$ cat src/rtl/ras_spec_tracker_if.sv
// Fetch-side and RAS-side signal bundle for ras_spec_tracker.
// master = fetch/control side, slave = the tracker itself.
interface ras_spec_tracker_if;
    logic        fetch_valid;
    logic [31:0] fetch_instr;
    logic [31:0] fetch_pc;
    logic        commit_ras;
    logic        flush;
    logic        push;
    logic        pop;
    logic        rollback_push;
    logic        rollback_pop;
    logic [31:0] pc_add_4;
    logic        stall_req;
    logic        busy;

    modport master (
        output fetch_valid,
        output fetch_instr,
        output fetch_pc,
        output commit_ras,
        output flush,
        input  push,
        input  pop,
        input  rollback_push,
        input  rollback_pop,
        input  pc_add_4,
        input  stall_req,
        input  busy
    );

    modport slave (
        input  fetch_valid,
        input  fetch_instr,
        input  fetch_pc,
        input  commit_ras,
        input  flush,
        output push,
        output pop,
        output rollback_push,
        output rollback_pop,
        output pc_add_4,
        output stall_req,
        output busy
    );
endinterface

$ cat src/rtl/ras_spec_tracker.sv
// RAS pre-decode, speculative op FIFO and youngest-first flush rollback.
// Optional RAS_SWAP_EN: store link-to-link JALR with rd != rs1 as SWAP.
module ras_spec_tracker #(
    parameter int TRACK_DEPTH      = 8,
    parameter int TRACK_ADDR_WIDTH = 3
) (
    input  logic             clk,
    input  logic             rst_n,
    ras_spec_tracker_if.slave bus
);

    localparam logic [1:0] CLS_NONE = 2'b00;
    localparam logic [1:0] CLS_PUSH = 2'b01;
    localparam logic [1:0] CLS_POP  = 2'b10;
    localparam logic [1:0] CLS_SWAP = 2'b11;

`ifdef RAS_SWAP_EN
    localparam logic [1:0] CLS_XLINK = CLS_SWAP;
`else
    localparam logic [1:0] CLS_XLINK = CLS_PUSH;
`endif

    localparam logic [0:0] S_IDLE     = 1'b0;
    localparam logic [0:0] S_ROLLBACK = 1'b1;

    localparam logic [6:0] OP_JAL  = 7'b1101111;
    localparam logic [6:0] OP_JALR = 7'b1100111;

    localparam logic [TRACK_ADDR_WIDTH:0] FULL_CNT =
        (TRACK_ADDR_WIDTH+1)'(TRACK_DEPTH);

    logic [6:0]                  opc;
    logic [4:0]                  rd;
    logic [4:0]                  rs1;
    logic [2:0]                  f3;
    logic                        rd_link;
    logic                        rs1_link;
    logic                        is_jal;
    logic                        is_jalr;
    logic [1:0]                  cls;
    logic                        unused_imm;

    logic [1:0]                  mem [TRACK_DEPTH];
    logic [TRACK_ADDR_WIDTH-1:0] head;
    logic [TRACK_ADDR_WIDTH-1:0] tail;
    logic [TRACK_ADDR_WIDTH-1:0] tail_m1;
    logic [TRACK_ADDR_WIDTH:0]   count;
    logic [TRACK_ADDR_WIDTH:0]   count_left;
    logic [0:0]                  state;
    logic [1:0]                  youngest;

    logic                        idle;
    logic                        full;
    logic                        has_op;
    logic                        accept;
    logic                        do_commit;

    logic                        push_q;
    logic                        pop_q;
    logic [31:0]                 pc_q;

    assign opc        = bus.fetch_instr[6:0];
    assign rd         = bus.fetch_instr[11:7];
    assign f3         = bus.fetch_instr[14:12];
    assign rs1        = bus.fetch_instr[19:15];
    assign unused_imm = ^bus.fetch_instr[31:20];

    assign rd_link  = (rd == 5'd1) || (rd == 5'd5);
    assign rs1_link = (rs1 == 5'd1) || (rs1 == 5'd5);
    assign is_jal   = (opc == OP_JAL);
    assign is_jalr  = (opc == OP_JALR) && (f3 == 3'b000);

    always_comb begin
        cls = CLS_NONE;
        unique case (1'b1)
            is_jal: begin
                cls = rd_link ? CLS_PUSH : CLS_NONE;
            end
            is_jalr: begin
                unique case ({rd_link, rs1_link})
                    2'b01:   cls = CLS_POP;
                    2'b10:   cls = CLS_PUSH;
                    2'b11:   cls = (rd == rs1) ? CLS_PUSH : CLS_XLINK;
                    default: cls = CLS_NONE;
                endcase
            end
            default: cls = CLS_NONE;
        endcase
    end

    assign idle      = (state == S_IDLE);
    assign full      = (count == FULL_CNT);
    assign has_op    = bus.fetch_valid && (cls != CLS_NONE);
    assign accept    = idle && has_op && !bus.flush && !full;
    assign do_commit = idle && bus.commit_ras && (count != '0);

    assign count_left = count - {{TRACK_ADDR_WIDTH{1'b0}}, do_commit};
    assign tail_m1    = tail - 1'b1;
    assign youngest   = mem[tail_m1];

    // Stall is based on the registered count only, so a same-cycle
    // commit never opens a slot for the instruction being stalled.
    assign bus.stall_req = idle ? (full && has_op) : bus.fetch_valid;

    assign bus.busy          = !idle;
    assign bus.rollback_pop  = !idle && (youngest == CLS_PUSH);
    assign bus.rollback_push = !idle && (youngest == CLS_POP);
    assign bus.push          = push_q;
    assign bus.pop           = pop_q;
    assign bus.pc_add_4      = pc_q;

    always_ff @(posedge clk) begin
        if (accept) begin
            mem[tail] <= cls;
        end
    end

    always_ff @(posedge clk) begin
        if (!rst_n) begin
            state  <= S_IDLE;
            head   <= '0;
            tail   <= '0;
            count  <= '0;
            push_q <= 1'b0;
            pop_q  <= 1'b0;
            pc_q   <= '0;
        end else begin
            push_q <= 1'b0;
            pop_q  <= 1'b0;
            unique case (state)
                S_IDLE: begin
                    if (do_commit) begin
                        head <= head + 1'b1;
                    end
                    if (bus.flush) begin
                        count <= count_left;
                        if (count_left != '0) begin
                            state <= S_ROLLBACK;
                        end
                    end else begin
                        count <= count_left
                               + {{TRACK_ADDR_WIDTH{1'b0}}, accept};
                        if (accept) begin
                            tail   <= tail + 1'b1;
                            push_q <= cls[0];
                            pop_q  <= cls[1];
                            pc_q   <= bus.fetch_pc + 32'd4;
                        end
                    end
                end
                S_ROLLBACK: begin
                    tail  <= tail_m1;
                    count <= count - 1'b1;
                    if (count == {{TRACK_ADDR_WIDTH{1'b0}}, 1'b1}) begin
                        state <= S_IDLE;
                    end
                end
                default: begin
                    state <= S_IDLE;
                end
            endcase
        end
    end

endmodule
$ cat src/flat_wrapper.sv
// flat-port wrapper written by rule: the top's interface ports become plain ports
module ras_spec_tracker_flat 
#(
    parameter int TRACK_DEPTH      = 8,
    parameter int TRACK_ADDR_WIDTH = 3
)
  (clk, rst_n, bus_fetch_valid, bus_fetch_instr, bus_fetch_pc, bus_commit_ras, bus_flush, bus_push, bus_pop, bus_rollback_push, bus_rollback_pop, bus_pc_add_4, bus_stall_req, bus_busy);
  ras_spec_tracker_if bus_i ();
  input  logic clk;
  input  logic rst_n;
  input wire logic [$bits(bus_i.fetch_valid)-1:0] bus_fetch_valid;
  input wire logic [$bits(bus_i.fetch_instr)-1:0] bus_fetch_instr;
  input wire logic [$bits(bus_i.fetch_pc)-1:0] bus_fetch_pc;
  input wire logic [$bits(bus_i.commit_ras)-1:0] bus_commit_ras;
  input wire logic [$bits(bus_i.flush)-1:0] bus_flush;
  output wire logic [$bits(bus_i.push)-1:0] bus_push;
  output wire logic [$bits(bus_i.pop)-1:0] bus_pop;
  output wire logic [$bits(bus_i.rollback_push)-1:0] bus_rollback_push;
  output wire logic [$bits(bus_i.rollback_pop)-1:0] bus_rollback_pop;
  output wire logic [$bits(bus_i.pc_add_4)-1:0] bus_pc_add_4;
  output wire logic [$bits(bus_i.stall_req)-1:0] bus_stall_req;
  output wire logic [$bits(bus_i.busy)-1:0] bus_busy;
  assign bus_i.fetch_valid = bus_fetch_valid;
  assign bus_i.fetch_instr = bus_fetch_instr;
  assign bus_i.fetch_pc = bus_fetch_pc;
  assign bus_i.commit_ras = bus_commit_ras;
  assign bus_i.flush = bus_flush;
  assign bus_push = bus_i.push;
  assign bus_pop = bus_i.pop;
  assign bus_rollback_push = bus_i.rollback_push;
  assign bus_rollback_pop = bus_i.rollback_pop;
  assign bus_pc_add_4 = bus_i.pc_add_4;
  assign bus_stall_req = bus_i.stall_req;
  assign bus_busy = bus_i.busy;
  ras_spec_tracker #(.TRACK_DEPTH(TRACK_DEPTH), .TRACK_ADDR_WIDTH(TRACK_ADDR_WIDTH)) u_core (.clk(clk), .rst_n(rst_n), .bus(bus_i));
endmodule
$ cat config.mk
export PLATFORM = sky130hd
export DESIGN_NAME = ras_spec_tracker_flat
export DESIGN_NICKNAME = d
export VERILOG_FILES = /design/src/rtl/ras_spec_tracker_if.sv /design/src/rtl/ras_spec_tracker.sv /design/src/flat_wrapper.sv
export SDC_FILE = /design/constraint.sdc
export NUM_CORES = 1
export LEC_CHECK = 0
export CORE_MARGIN = 4
export CORE_UTILIZATION = 47
export CTS_BUF_LIST = sky130_fd_sc_hd__clkbuf_8
export CTS_CLUSTER_SIZE = 14
export DETAILED_ROUTE_END_ITERATION = 7
export PLACE_DENSITY = 0.86
export SYNTH_ARGS = -nofsm -noshare
export SYNTH_HDL_FRONTEND = slang
export SYNTH_SLANG_ARGS = --single-unit
$ cat constraint.sdc
create_clock -name clk -period 3.3 [get_ports clk]
set_input_delay 0.33 -clock clk [delete_from_list [all_inputs] [get_ports clk]]
set_output_delay 0.33 -clock clk [all_outputs]
set_load 0.005 [all_outputs]
======== After elaboration in Yosys (flattened, before gate mapping) ========
Memory sizes are Yosys's and may differ from the RTL's.
Cells that the tools add are included.
storage, ports and cells
  register bits after elaboration ......... 42
  RAM bits ................................ 16
  input bits .............................. 69
  output and inout port bits .............. 38
  word-level logic and storage cells ...... 69
  memories kept ........................... 1
memories
  name        depth  bits a word  rd ports  clocked after memory_dff  write ports  RTL line                source
  u_core.mem  8      2            1         0                         1            ras_spec_tracker.sv:43  logic [1:0] mem [TRACK_DEPTH];
operators by class
  add/subtract/negate cells ............... 6
  eq/ne operators ......................... 15
  multiplexer cells ....................... 15
  bitwise logic cells ..................... 4
  reduce and logical (&&, ||, !) cells .... 22
operators with widths
  kind                     number
  $add A32 B3 Y32 const B  1
  $eq A7 B7 Y1 const B     2
  $eq A5 B1 Y1 const B     2
  $eq A5 B3 Y1 const B     2
  $logic_and A1 B1 Y1      10
  $pmux W2 S2              2
  $pmux W4 S2              1
  $reduce_bool A4 Y1       2
  $mux W1                  7
  $eq A2 B2 Y1 const B     3
  $mux W3                  2
  $pmux W3 S2              1
  $add A4 B1 Y4            1
  $eq A2 B1 Y1 const B     2
  $eq A4 B1 Y1 const B     1
  $eq A4 B4 Y1 const B     1
  $mux W4                  1
  $ne A2 B2 Y1 const B     2
  $not A1 Y1               4
  $reduce_or A4 Y1         1
  $sub A4 B1 Y4            1
  $sub A4 B1 Y4 const B    1
  $add A3 B1 Y3 const B    1
  $logic_not A3 Y1         1
  8 further kinds          10

======== Depth between registers and ports, before layout ========
Gate-level depths: netlist of run 1.
  word-level depth ........................ 14
  gate-level depth with buffers ........... 14
  mapped depth without buffers ............ 12

======== Least setup slack after synthesis of run 1 ========
No wires, ideal clock.
  kind .................................... flip-flop to flip-flop
  start point ............................. register u_core.count[0]
  end point ............................... register u_core.count[2]
  library setup time ...................... 128 ps
  arrival ................................. 2318 ps
  required time ........................... 3172 ps
  setup slack ............................. 854 ps
  cell stages (with the launch flop) ...... 15
  path buffers ............................ 2
  clock period less this slack ............ 2446 ps
  cell sequence ........................... dfxtp_1 > inv_1 > ha_1 > nand3b_1 > nand3_1 > nor4_2 > buf_4 > buf_2 > ha_1 > ha_1 > nor2b_1 > xnor2_1 > o21ai_0 > xnor2_1 > nor2_1
between the ends
  longest elaborated chain between the ends .. 6
ends and longest elaborated chain
  element                                                         RTL line                                        source
  start, declared                                                 ras_spec_tracker.sv:47                          logic [TRACK_ADDR_WIDTH:0] count;
  start signal, assigned                                          ras_spec_tracker.sv:136                         count <= count_left;
  start signal, assigned                                          ras_spec_tracker.sv:141                         count <= count_left
  start signal, assigned                                          ras_spec_tracker.sv:153                         count <= count - 1'b1;
  $reduce_bool A4 Y1 / $eq A4 B4 Y1 (equally long branches)       ras_spec_tracker.sv:95, ras_spec_tracker.sv:92
  $logic_and A1 B1 Y1 / $logic_not A1 Y1 (equally long branches)  ras_spec_tracker.sv:95, ras_spec_tracker.sv:94
  $sub A4 B1 Y4 / $logic_and A1 B1 Y1 (equally long branches)     ras_spec_tracker.sv:97, ras_spec_tracker.sv:94
  $add A4 B1 Y4                                                   ras_spec_tracker.sv:142                         + {{TRACK_ADDR_WIDTH{1'b0}}, accept};
  $mux W4                                                         ras_spec_tracker.sv:135                         if (bus.flush) begin
  $pmux W4 S2 (*)                                                 ras_spec_tracker.sv:130                         unique case (state)
Mark *: on every way between the ends. The rest lies on a longest branch, timed or not.
A chain may end at the register's enable or synchronous reset.

======== Final worst setup path of run 1 ========
  start point ............................. register u_core.tail[1]
  end point ............................... output port bus_rollback_push
between the ends
  longest elaborated chain between the ends .. 4
ends and longest elaborated chain
  element                 RTL line                 source
  start, declared         ras_spec_tracker.sv:45   logic [TRACK_ADDR_WIDTH-1:0] tail;
  start signal, assigned  ras_spec_tracker.sv:144  tail <= tail + 1'b1;
  start signal, assigned  ras_spec_tracker.sv:152  tail <= tail_m1;
  $sub A3 B1 Y3           ras_spec_tracker.sv:98   assign tail_m1 = tail - 1'b1;
  $mem_v2 Z8 W2           --
  $eq A2 B2 Y1            ras_spec_tracker.sv:107  assign bus.rollback_push = !idle && (youngest == CLS_POP);
  $logic_and A1 B1 Y1     ras_spec_tracker.sv:107
  end, declared           flat_wrapper.sv:18       output wire logic [$bits(bus_i.rollback_push)-1:0] bus_rollback_push;
No other way between the ends.

==> impl_metrics.json, run 1 <==
{
  "rr_worst_depth": 11,
  "worstSetupStartpoint": "u_core.tail[1]",
  "row_count": 29,
  "cts-root-buf": "clkbuf_8",
  "grt_remaining_overflow": 0,
  "first_iter_violations": 168,
  "antenna_found_initial": 0,
  "layout_min_cycle_time_ps": 3030,
  "wl_per_cell_um": 15.5,
  "final-setup-viol-count": 0,
  "n_antenna_cell": 0,
  "power.switching_mw": 0.626,
  "hp-class": "flop to flop",
  "pwr-share-seq_pct": 41.5,
  "fin_util_pct": 67.0,
  "hold_violations": 0,
  "hold_depth": 2,
  "ys_ff_latch": 58,
  "drive_gt1_share_pct": 10.6,
  "coreArea_sq_um": 6390,
  "dieWidth_um": 89.3,
  "clk_latency_ps": 330,
  "clock-sinks": 58,
  "hold_slack_ps": 492,
  "maxCapViolCount": 0,
  "synth_ff_type": "dfxtp_1",
  "syn_to_final_growth_pct": 37.7,
  "cp-end-kind": "primary output",
  "final_common_cell": "clkdlybuf4s50_1",
  "clockPowerShare_pct": 29.6,
  "p_leak_nw": 1.47,
  "synthAdderAreaFrac_pct": 3.62,
  "switching_share_pct": 30.7,
  "synth-simple-area-share_pct": 22.0,
  "vias_per_cell": 5.45,
  "required_ps": 2970,
  "grt_max_degree": 37,
  "synth_compound_area_share_pct": 12.6,
  "clkTransAtPathRegs_ps": 60,
  "floorplan.die_area_sq_um": 7980,
  "cts_made_buffers": 9,
  "path_max_fanout": 8,
  "ant_nets": 0,
  "io_buffer_count": 92,
  "r2r_slack_ps": 730,
  "rsz0062_at_grt": "no",
  "r2r-end": "u_core.count[2]",
  "hold_buffers": 0,
  "place.gp.congestion": 0.856,
  "worstSetupPathType": "flop to primary output",
  "synth_edf_count": 16,
  "cts_tree": "done",
  "synth_cells": 319,
  "avgSynthCellArea_sq_um": 9.74,
  "dpl.hpwl_um": 5690,
  "powerDensity_nw_per_um2": 477,
  "post-cts-setup-buffers": 0,
  "grt_pass1_wl_um": 12200,
  "first_global_vias": 2670,
  "async_flop_share_pct": 0,
  "worstMarginPinSlew_ps": 725,
  "endpoint": "bus_rollback_push",
  "slew_viol_final": 0,
  "synth_cell_type_count": 47,
  "p_int_mw": 1.42,
  "yosysWarnings": 0,
  "ctsResizeCount": 0,
  "outcome": "complete, no violations",
  "final_cell_mix": "92 x clkdlybuf4s50_1, 42 x dfxtp_1, 33 x nor2_1, 25 x xnor2_1, 18 x o21ai_0",
  "combPwrFrac_pct": 28.9,
  "syn_area_sq_um": 3110,
  "grtUsageTotal_pct": 20.0,
  "clock_path_buffers": 2,
  "fin_nets": 490,
  "clock_skew_ps": 4.29,
  "start_util_pct": 48.7,
  "wirelength_um": 7640,
  "placed_cells_incl_taps": 478,
  "num_io_pins": 107,
  "setup-tns-final_ps": 0,
  "htree_num_levels": 3,
  "vdd_drop_max_mv": 0.331,
  "dr.pass1.iters": 4,
  "vias": 2692,
  "slew_headroom_pct": 51.6,
  "synth.area.mux_share_pct": 5.23,
  "arrival_ps": 2700,
  "r2r-start": "u_core.bus.busy",
  "setup.worst_path.start_class": "flop",
  "die_h_um": 89.3,
  "stdcell_count": 494,
  "synth_xor_area_share_pct": 9.86,
  "synth_seq_area_share_pct": 42.5,
  "synth_nets": 397,
  "drc": 0,
  "max_freq_mhz": 330,
  "synth_top_family_by_area": "simple AND/OR/NAND/NOR gates",
  "post-route-period-util_pct": 91.8
}
==> state kept, by name, indices dropped and copies added, names as in the netlist <==
register             count
u_core.bus.push          1
u_core.bus.busy          1
u_core.mem              16
u_core.bus.pop           1
u_core.tail              3
u_core.bus.pc_add_4     32
u_core.count             4
==> cells in the mapped netlist, types with 2 or more instances <==
cell type / n / area [sq um]
nor3b_1: 4 / 30.0
edfxtp_1: 16 / 480
mux4_2: 4 / 90.1
and3_2: 2 / 15.0
nor2b_1: 3 / 18.8
buf_4: 3 / 22.5
a21oi_2: 2 / 17.5
ha_1: 9 / 113
a21oi_1: 17 / 85.1
and3_1: 4 / 25.0
and4_2: 2 / 20.0
o21a_1: 2 / 15.0
clkbuf_1: 7 / 26.3
a211oi_1: 18 / 135
nand2_1: 15 / 56.3
nand3_1: 15 / 75.1
nor4_1: 2 / 12.5
xnor2_1: 25 / 219
xor2_1: 10 / 87.6
nand4_1: 3 / 18.8
or4_4: 2 / 22.5
nand2b_1: 2 / 12.5
nor3_1: 15 / 75.1
buf_2: 5 / 25.0
nor4_2: 2 / 25.0
inv_1: 11 / 41.3
mux2_2: 2 / 22.5
dfxtp_1: 42 / 841
nor4_4: 3 / 63.8
nor4b_1: 2 / 17.5
nor2_1: 33 / 124
mux2i_1: 5 / 50.1
o21ai_0: 18 / 90.1
==> power by group through the flow <==
stage                     Sequential (mW)  Combinational [mW]  Clock, mW
after floorplan                     0.813               0.429          0
after global placement              0.858               0.558          0
after detailed placement            0.861               0.589          0
after CTS                           0.846               0.595      0.618
after global routing                0.858               0.668      0.644
final                               0.848               0.590      0.604
==> logic make-up after synthesis <==
family | count (synthesis)
xor gates and xnor gates | 35
AOI/OAI and AO/OA | 62
adders and majority gates | 9
and+or+nand+nor | 116
muxes | 11
buffers and inverters | 28
DFF | 58
==> final cells by class <==
type | instances | area, sq um
clock inverters | 7 | 53.8
repair buffers | 99 | 973
well taps | 77 | 96.3
multi-input cells | 233 | 1670
flip-flops and latches | 58 | 1320
fillers | 513 | 2110
clock buffers | 9 | 124
inverters | 11 | 41.3
==> how the worst min path moves through the flow <==
stage | start | to | slack, ps
3_5_place_dp | u_core.bus.pc_add_4[1] | u_core.bus.pc_add_4[1] | 480
2_1_floorplan | bus_fetch_pc[2] | u_core.bus.pc_add_4[2] | 430
6_report | u_core.bus.pc_add_4[3] | u_core.bus.pc_add_4[3] | 490
5_1_grt | u_core.bus.pc_add_4[16] | u_core.bus.pc_add_4[16] | 530
4_1_cts | u_core.bus.pc_add_4[1] | u_core.bus.pc_add_4[1] | 500
3_3_place_gp | u_core.bus.pc_add_4[1] | u_core.bus.pc_add_4[1] | 480
==> routing by layer <==
| layer | track usage (%) | part of all wire (%) | vias to the layer above |
|---|---|---|---|
| met5 | 0 | 0 | - |
| met4 | 8.53 | 1.9 | 0 |
| met3 | 6.08 | 6.1 | 12 |
| met2 | 35.2 | 53 | 83 |
| met1 | 22.2 | 39 | 1255 |
| li1 | - | - | 1342 |
==> per-stage QoR <==
step / instance area, sq um / worst slack (ps) / power (mW)
floorplan: 3110 / 854 / 1.24
global placement: 4100 / 542 / 1.42
detailed placement: 4100 / 441 / 1.45
CTS: 4280 / 227 / 2.06
global route: 4280 / 84.2 / 2.17
finish: 4280 / 272 / 2.04
==> critical path, cell delays in order, from the launching register on <==
cell and delay, ps:
dfxtp_1 460, inv_1 120, ha_1 440, mux4_2 340, mux2_2 290, nor3b_1 190
clkdlybuf4s50_1 530
Note: power is estimated with default switching activity, not from simulation.
==> inputs of run 2 (changes only) <==
CORE_ASPECT_RATIO = 0.6   (was not set)
==> run 2 against run 1 <==
Effect of this change: non-clock buffer count is 1 higher; utilization rose by 2.1 points; register-to-register slack lost 120 ps; global-route usage is 0.69 points higher; highest routed layer unchanged.
==> impl_metrics.json, run 2 (synthesis results as in run 1) <==
{
  "cts-root-buf": "clkbuf_8",
  "busiest_layer": "met2",
  "ctsResizeCount": 0,
  "first_global_vias": 2656,
  "final_common_cell": "clkdlybuf4s50_1",
  "multi_input_area_sq_um": 1670,
  "stdcell_count": 502,
  "grt_util_met3_pct": 7.26,
  "setup-tns-final_ps": 0,
  "final_cell_mix": "92 x clkdlybuf4s50_1, 42 x dfxtp_1, 33 x nor2_1, 25 x xnor2_1, 18 x o21ai_0",
  "outcome": "complete, no violations",
  "final-setup-viol-count": 0,
  "grt_pass1_wl_um": 13100,
  "first_iter_violations": 221,
  "path_cells": "inv_1, ha_1, mux4_2, mux2_2, nor3b_1, clkdlybuf4s50_1",
  "regArea_sq_um": 1320,
  "coreArea_sq_um": 6250,
  "floorplan.die_area_sq_um": 8020,
  "ant_nets": 0,
  "wirelength_um": 7980,
  "slew_viol_final": 0,
  "required_ps": 2970,
  "clock_skew_ps": 10.0,
  "post-route-period-util_pct": 92.9,
  "grt_util_met1_pct": 28.3,
  "num_io_pins": 107,
  "placed_cells_incl_taps": 486,
  "slew_headroom_pct": 52.7,
  "worstMarginPinSlew_ps": 708,
  "arrival_ps": 2740,
  "dpl.hpwl_um": 6030,
  "start_util_pct": 49.7,
  "p_int_mw": 1.44,
  "drc": 0,
  "pwr-share-seq_pct": 38.8,
  "switching_share_pct": 31.9,
  "clockPowerShare_pct": 31.7,
  "hold_violations": 0,
  "post-cts-setup-buffers": 0,
  "totalPowerFinal_mw": 2.12,
  "cts_tree": "done",
  "p_leak_nw": 1.47,
  "row_count": 22,
  "die_h_um": 71.0,
  "grt_remaining_overflow": 0,
  "fillers": 470,
  "max_freq_mhz": 326,
  "vias": 2733,
  "fin_nets": 491,
  "rr_worst_depth": 8,
  "clock-sinks": 58,
  "dieWidth_um": 113,
  "grtUsageTotal_pct": 20.7,
  "cts_made_buffers": 9,
  "drive_gt1_share_pct": 12.0,
  "hold_depth": 2,
  "path_depth": 6,
  "clock_path_buffers": 2,
  "grt_max_degree": 32,
  "vdd_drop_max_mv": 0.358,
  "wl_per_cell_um": 15.9,
  "fin_util_pct": 69.2,
  "io_buffer_count": 92,
  "worstSetupPathType": "flop to primary output",
  "antenna_found_initial": 0,
  "combPwrFrac_pct": 29.5,
  "dpl_cell_area_sq_um": 4120,
  "powerDensity_nw_per_um2": 490,
  "setup.worst_path.start_class": "flop",
  "hold_buffers": 0,
  "hp-class": "flop to flop",
  "place.gp.congestion": 0.880,
  "htree_num_levels": 3,
  "cpLargestDelayFamily": "buffers and inverters",
  "n_antenna_cell": 0,
  "cp-end-kind": "primary output",
  "slowest_stage": "clkdlybuf4s50_1",
  "clk_latency_ps": 350,
  "dr.pass1.iters": 5,
  "vias_per_cell": 5.44,
  "crit_buf_inv": 2,
  "maxCapViolCount": 0,
  "clkTransAtPathRegs_ps": 70,
  "slowest_delay_ps": 540,
  "power.switching_mw": 0.675,
  "layout_min_cycle_time_ps": 3070,
  "grt_util_met2_pct": 31.4,
  "rsz0062_at_grt": "no",
  "r2r_slack_ps": 610,
  "largest_register_ffs": 32,
  "syn_to_final_growth_pct": 39.0,
  "final_area_sq_um": 4320,
  "path_max_fanout": 8
}
## run 2: routing by layer
layer  vias to the layer above  share of wire [%]
met3                         8                7.4
li1                       1336                  -
met4                         0               0.88
met2                       112                 44
met5                         -                  0
met1                      1277                 47
## run 2: worst min-delay path: cells and delay by family, from the launching register on
| family | cells | cell delay [ps] |
|---|---|---|
| simple gates | 1 | 90 |
| compound gates | 1 | 50 |
| flops | 1 | 310 |
## run 2: final cells by class
| type | instances | area share, % |
|---|---|---|
| clock buffer | 9 | 2.87 |
| inverter | 11 | 0.955 |
| timing repair buffer | 100 | 22.7 |
| clock inverter | 7 | 1.82 |
| sequential | 58 | 30.6 |
| tap | 84 | 2.43 |
| multi-input combinational | 233 | 38.7 |
## run 2: worst paths after layout
kind / endpoint / from
setup reg to reg: u_core.mem[5][1] / u_core.count[0]
hold / removal: u_core.bus.pc_add_4[11] / u_core.bus.pc_add_4[11]
hold reg to reg: u_core.bus.pc_add_4[11] / u_core.bus.pc_add_4[11]
setup / recovery: bus_rollback_push / u_core.tail[1]
## run 2: power by group through the flow
stage	registers, mW	clock network, mW	logic [mW]
4_1_cts	0.819	0.678	0.628
2_1_floorplan	0.813	0	0.429
3_3_place_gp	0.830	0	0.595
5_1_grt	0.829	0.715	0.696
6_report	0.821	0.671	0.624
3_5_place_dp	0.835	0	0.624
## run 2: per-stage QoR
| stage | hold WS (ps) | setup slack, ps |
|---|---|---|
| detailed placement | 492 | 355 |
| global route | 520 | 93.7 |
| global placement | 472 | 445 |
| floorplan | 426 | 854 |
| finish | 498 | 233 |
| CTS | 500 | 242 |
==> inputs of run 3 (changes only) <==
MAX_ROUTING_LAYER = met4   (was not set)
==> run 3 against run 2 <==
Effect of this change: total power fell by 0.30%; utilization did not move; sequential power barely moved; sequential share of layout area did not move; register-to-register slack barely moved; critical endpoint unchanged; highest routed layer unchanged.
==> impl_metrics.json, run 3 (synthesis results as in run 1) <==
{
  "outcome": "complete, no violations",
  "final-setup-viol-count": 0,
  "vias": 2707,
  "post-route-period-util_pct": 92.3,
  "first_iter_violations": 241,
  "die_h_um": 71.0,
  "grt_max_degree": 32,
  "drc": 0,
  "coreArea_sq_um": 6250,
  "hold_violations": 0,
  "r2r-end": "u_core.mem[5][1]",
  "clkTransAtPathRegs_ps": 70,
  "cts_tree": "done",
  "path_max_fanout": 8,
  "cts_made_buffers": 9,
  "hold_buffers": 0,
  "clock_skew_ps": 7.82,
  "syn_to_final_growth_pct": 39.0,
  "io_buffer_count": 92,
  "cp-end-kind": "primary output",
  "htree_num_levels": 3,
  "pwr-share-seq_pct": 38.9,
  "worstMarginPinSlew_ps": 699,
  "largest_register_ffs": 32,
  "ctsResizeCount": 0,
  "slew_headroom_pct": 53.4,
  "slowest_delay_ps": 540,
  "setup.worst_path.start_class": "flop",
  "fin_nets": 491,
  "path_cells": "inv_1, ha_1, mux4_2, mux2_2, nor3b_1, clkdlybuf4s50_1",
  "ant_nets": 0,
  "vias_per_cell": 5.39,
  "clk_latency_ps": 340,
  "p_int_mw": 1.44,
  "r2r_slack_ps": 620,
  "slew_viol_final": 0,
  "slowest_stage": "clkdlybuf4s50_1",
  "final_common_cell": "clkdlybuf4s50_1",
  "clock-sinks": 58,
  "dr.pass1.iters": 4,
  "cpLargestDelayFamily": "buffers and inverters",
  "place.gp.congestion": 0.895,
  "rr_worst_depth": 8,
  "rsz0062_at_grt": "no",
  "path_depth": 6,
  "grtUsageTotal_pct": 21.2,
  "endpoint": "bus_rollback_push",
  "start_util_pct": 49.7,
  "required_ps": 2970,
  "first_global_vias": 2671,
  "clockPowerShare_pct": 31.5,
  "max_freq_mhz": 328,
  "crit_buf_inv": 2,
  "row_count": 22,
  "regArea_sq_um": 1320,
  "antenna_found_initial": 0,
  "final_cell_mix": "92 x clkdlybuf4s50_1, 42 x dfxtp_1, 33 x nor2_1, 25 x xnor2_1, 18 x o21ai_0",
  "multi_input_area_sq_um": 1670,
  "combPwrFrac_pct": 29.6,
  "worstSetupPathType": "flop to primary output",
  "worstSetupStartpoint": "u_core.tail[1]",
  "dieWidth_um": 113,
  "hp-class": "flop to flop",
  "vdd_drop_max_mv": 0.361,
  "layout_min_cycle_time_ps": 3050,
  "final_area_sq_um": 4320,
  "dpl.hpwl_um": 6030,
  "post-cts-setup-buffers": 0,
  "cts-root-buf": "clkbuf_8",
  "arrival_ps": 2720,
  "r2r-start": "u_core.count[0]",
  "p_leak_nw": 1.47,
  "n_antenna_cell": 0,
  "wl_per_cell_um": 15.8,
  "grt_remaining_overflow": 0,
  "floorplan.die_area_sq_um": 8020,
  "dpl_cell_area_sq_um": 4120,
  "drive_gt1_share_pct": 12.0,
  "power.switching_mw": 0.669,
  "clock_path_buffers": 2,
  "setup-tns-final_ps": 0,
  "powerDensity_nw_per_um2": 488,
  "maxCapViolCount": 0,
  "wirelength_um": 7930,
  "num_io_pins": 107,
  "grt_pass1_wl_um": 13000,
  "fillers": 470,
  "switching_share_pct": 31.7
}
## run 3: cell counts in the layout (fill, tap and decap cells not counted)
No cell type changed its count.
## run 3: per-stage QoR
step	std cells	hold WS [ps]	total power, mW	util (%)	setup WS [ps]
after floorplan	319	426	1.24	-	854
after global placement	486	472	1.43	65.9	445
after detailed placement	486	492	1.46	65.9	355
after CTS	502	500	2.12	69.2	242
after global routing	502	520	2.24	69.2	101
final	502	498	2.11	69.2	254
## run 3: worst min-delay path by stage
| stage | startpoint | end | slack [ps] | cells past startpoint |
|---|---|---|---|---|
| 6_report | u_core.bus.pc_add_4[11] | u_core.bus.pc_add_4[11] | 500 | 2 |
| 5_1_grt | u_core.bus.pc_add_4[0] | u_core.bus.pc_add_4[0] | 520 | 2 |
| 4_1_cts | u_core.bus.pc_add_4[7] | u_core.bus.pc_add_4[7] | 500 | 2 |
| 3_5_place_dp | u_core.bus.pc_add_4[7] | u_core.bus.pc_add_4[7] | 490 | 2 |
| 3_3_place_gp | u_core.bus.pc_add_4[1] | u_core.bus.pc_add_4[1] | 470 | 2 |
| 2_1_floorplan | bus_fetch_pc[2] | u_core.bus.pc_add_4[2] | 430 | 1 |
## run 3: per-layer routing
metal  vias to the layer above  wire length [um]  track usage [%]
met5                         -                 0                -
met4                         0                51             6.27
met3                         4               604             5.38
met2                       107              3500             31.4
met1                      1256              3780             28.7
li1                       1340                 -                -
## run 3: worst min-delay path, delay by kind of cell (launching register included)
kind / cells / cell delay (ps)
simple gates: 1 / 90
flops: 1 / 310
compound gates: 1 / 50
## run 3: final cells by class
cell class	instances	share of cell area, %
clock buffers	9	2.87
clock inverters	7	1.82
inverters	11	0.955
multi-input cells	233	38.7
flip-flops and latches	58	30.6
well taps	84	2.43
repair buffers	100	22.7
## run 3: power groups by stage
stage / Combinational [mW] / Clock, mW / Sequential (mW)
after global routing: 0.696 / 0.711 / 0.829
after global placement: 0.595 / 0 / 0.830
after CTS: 0.628 / 0.678 / 0.819
final: 0.625 / 0.665 / 0.820
after detailed placement: 0.624 / 0 / 0.835
after floorplan: 0.429 / 0 / 0.813
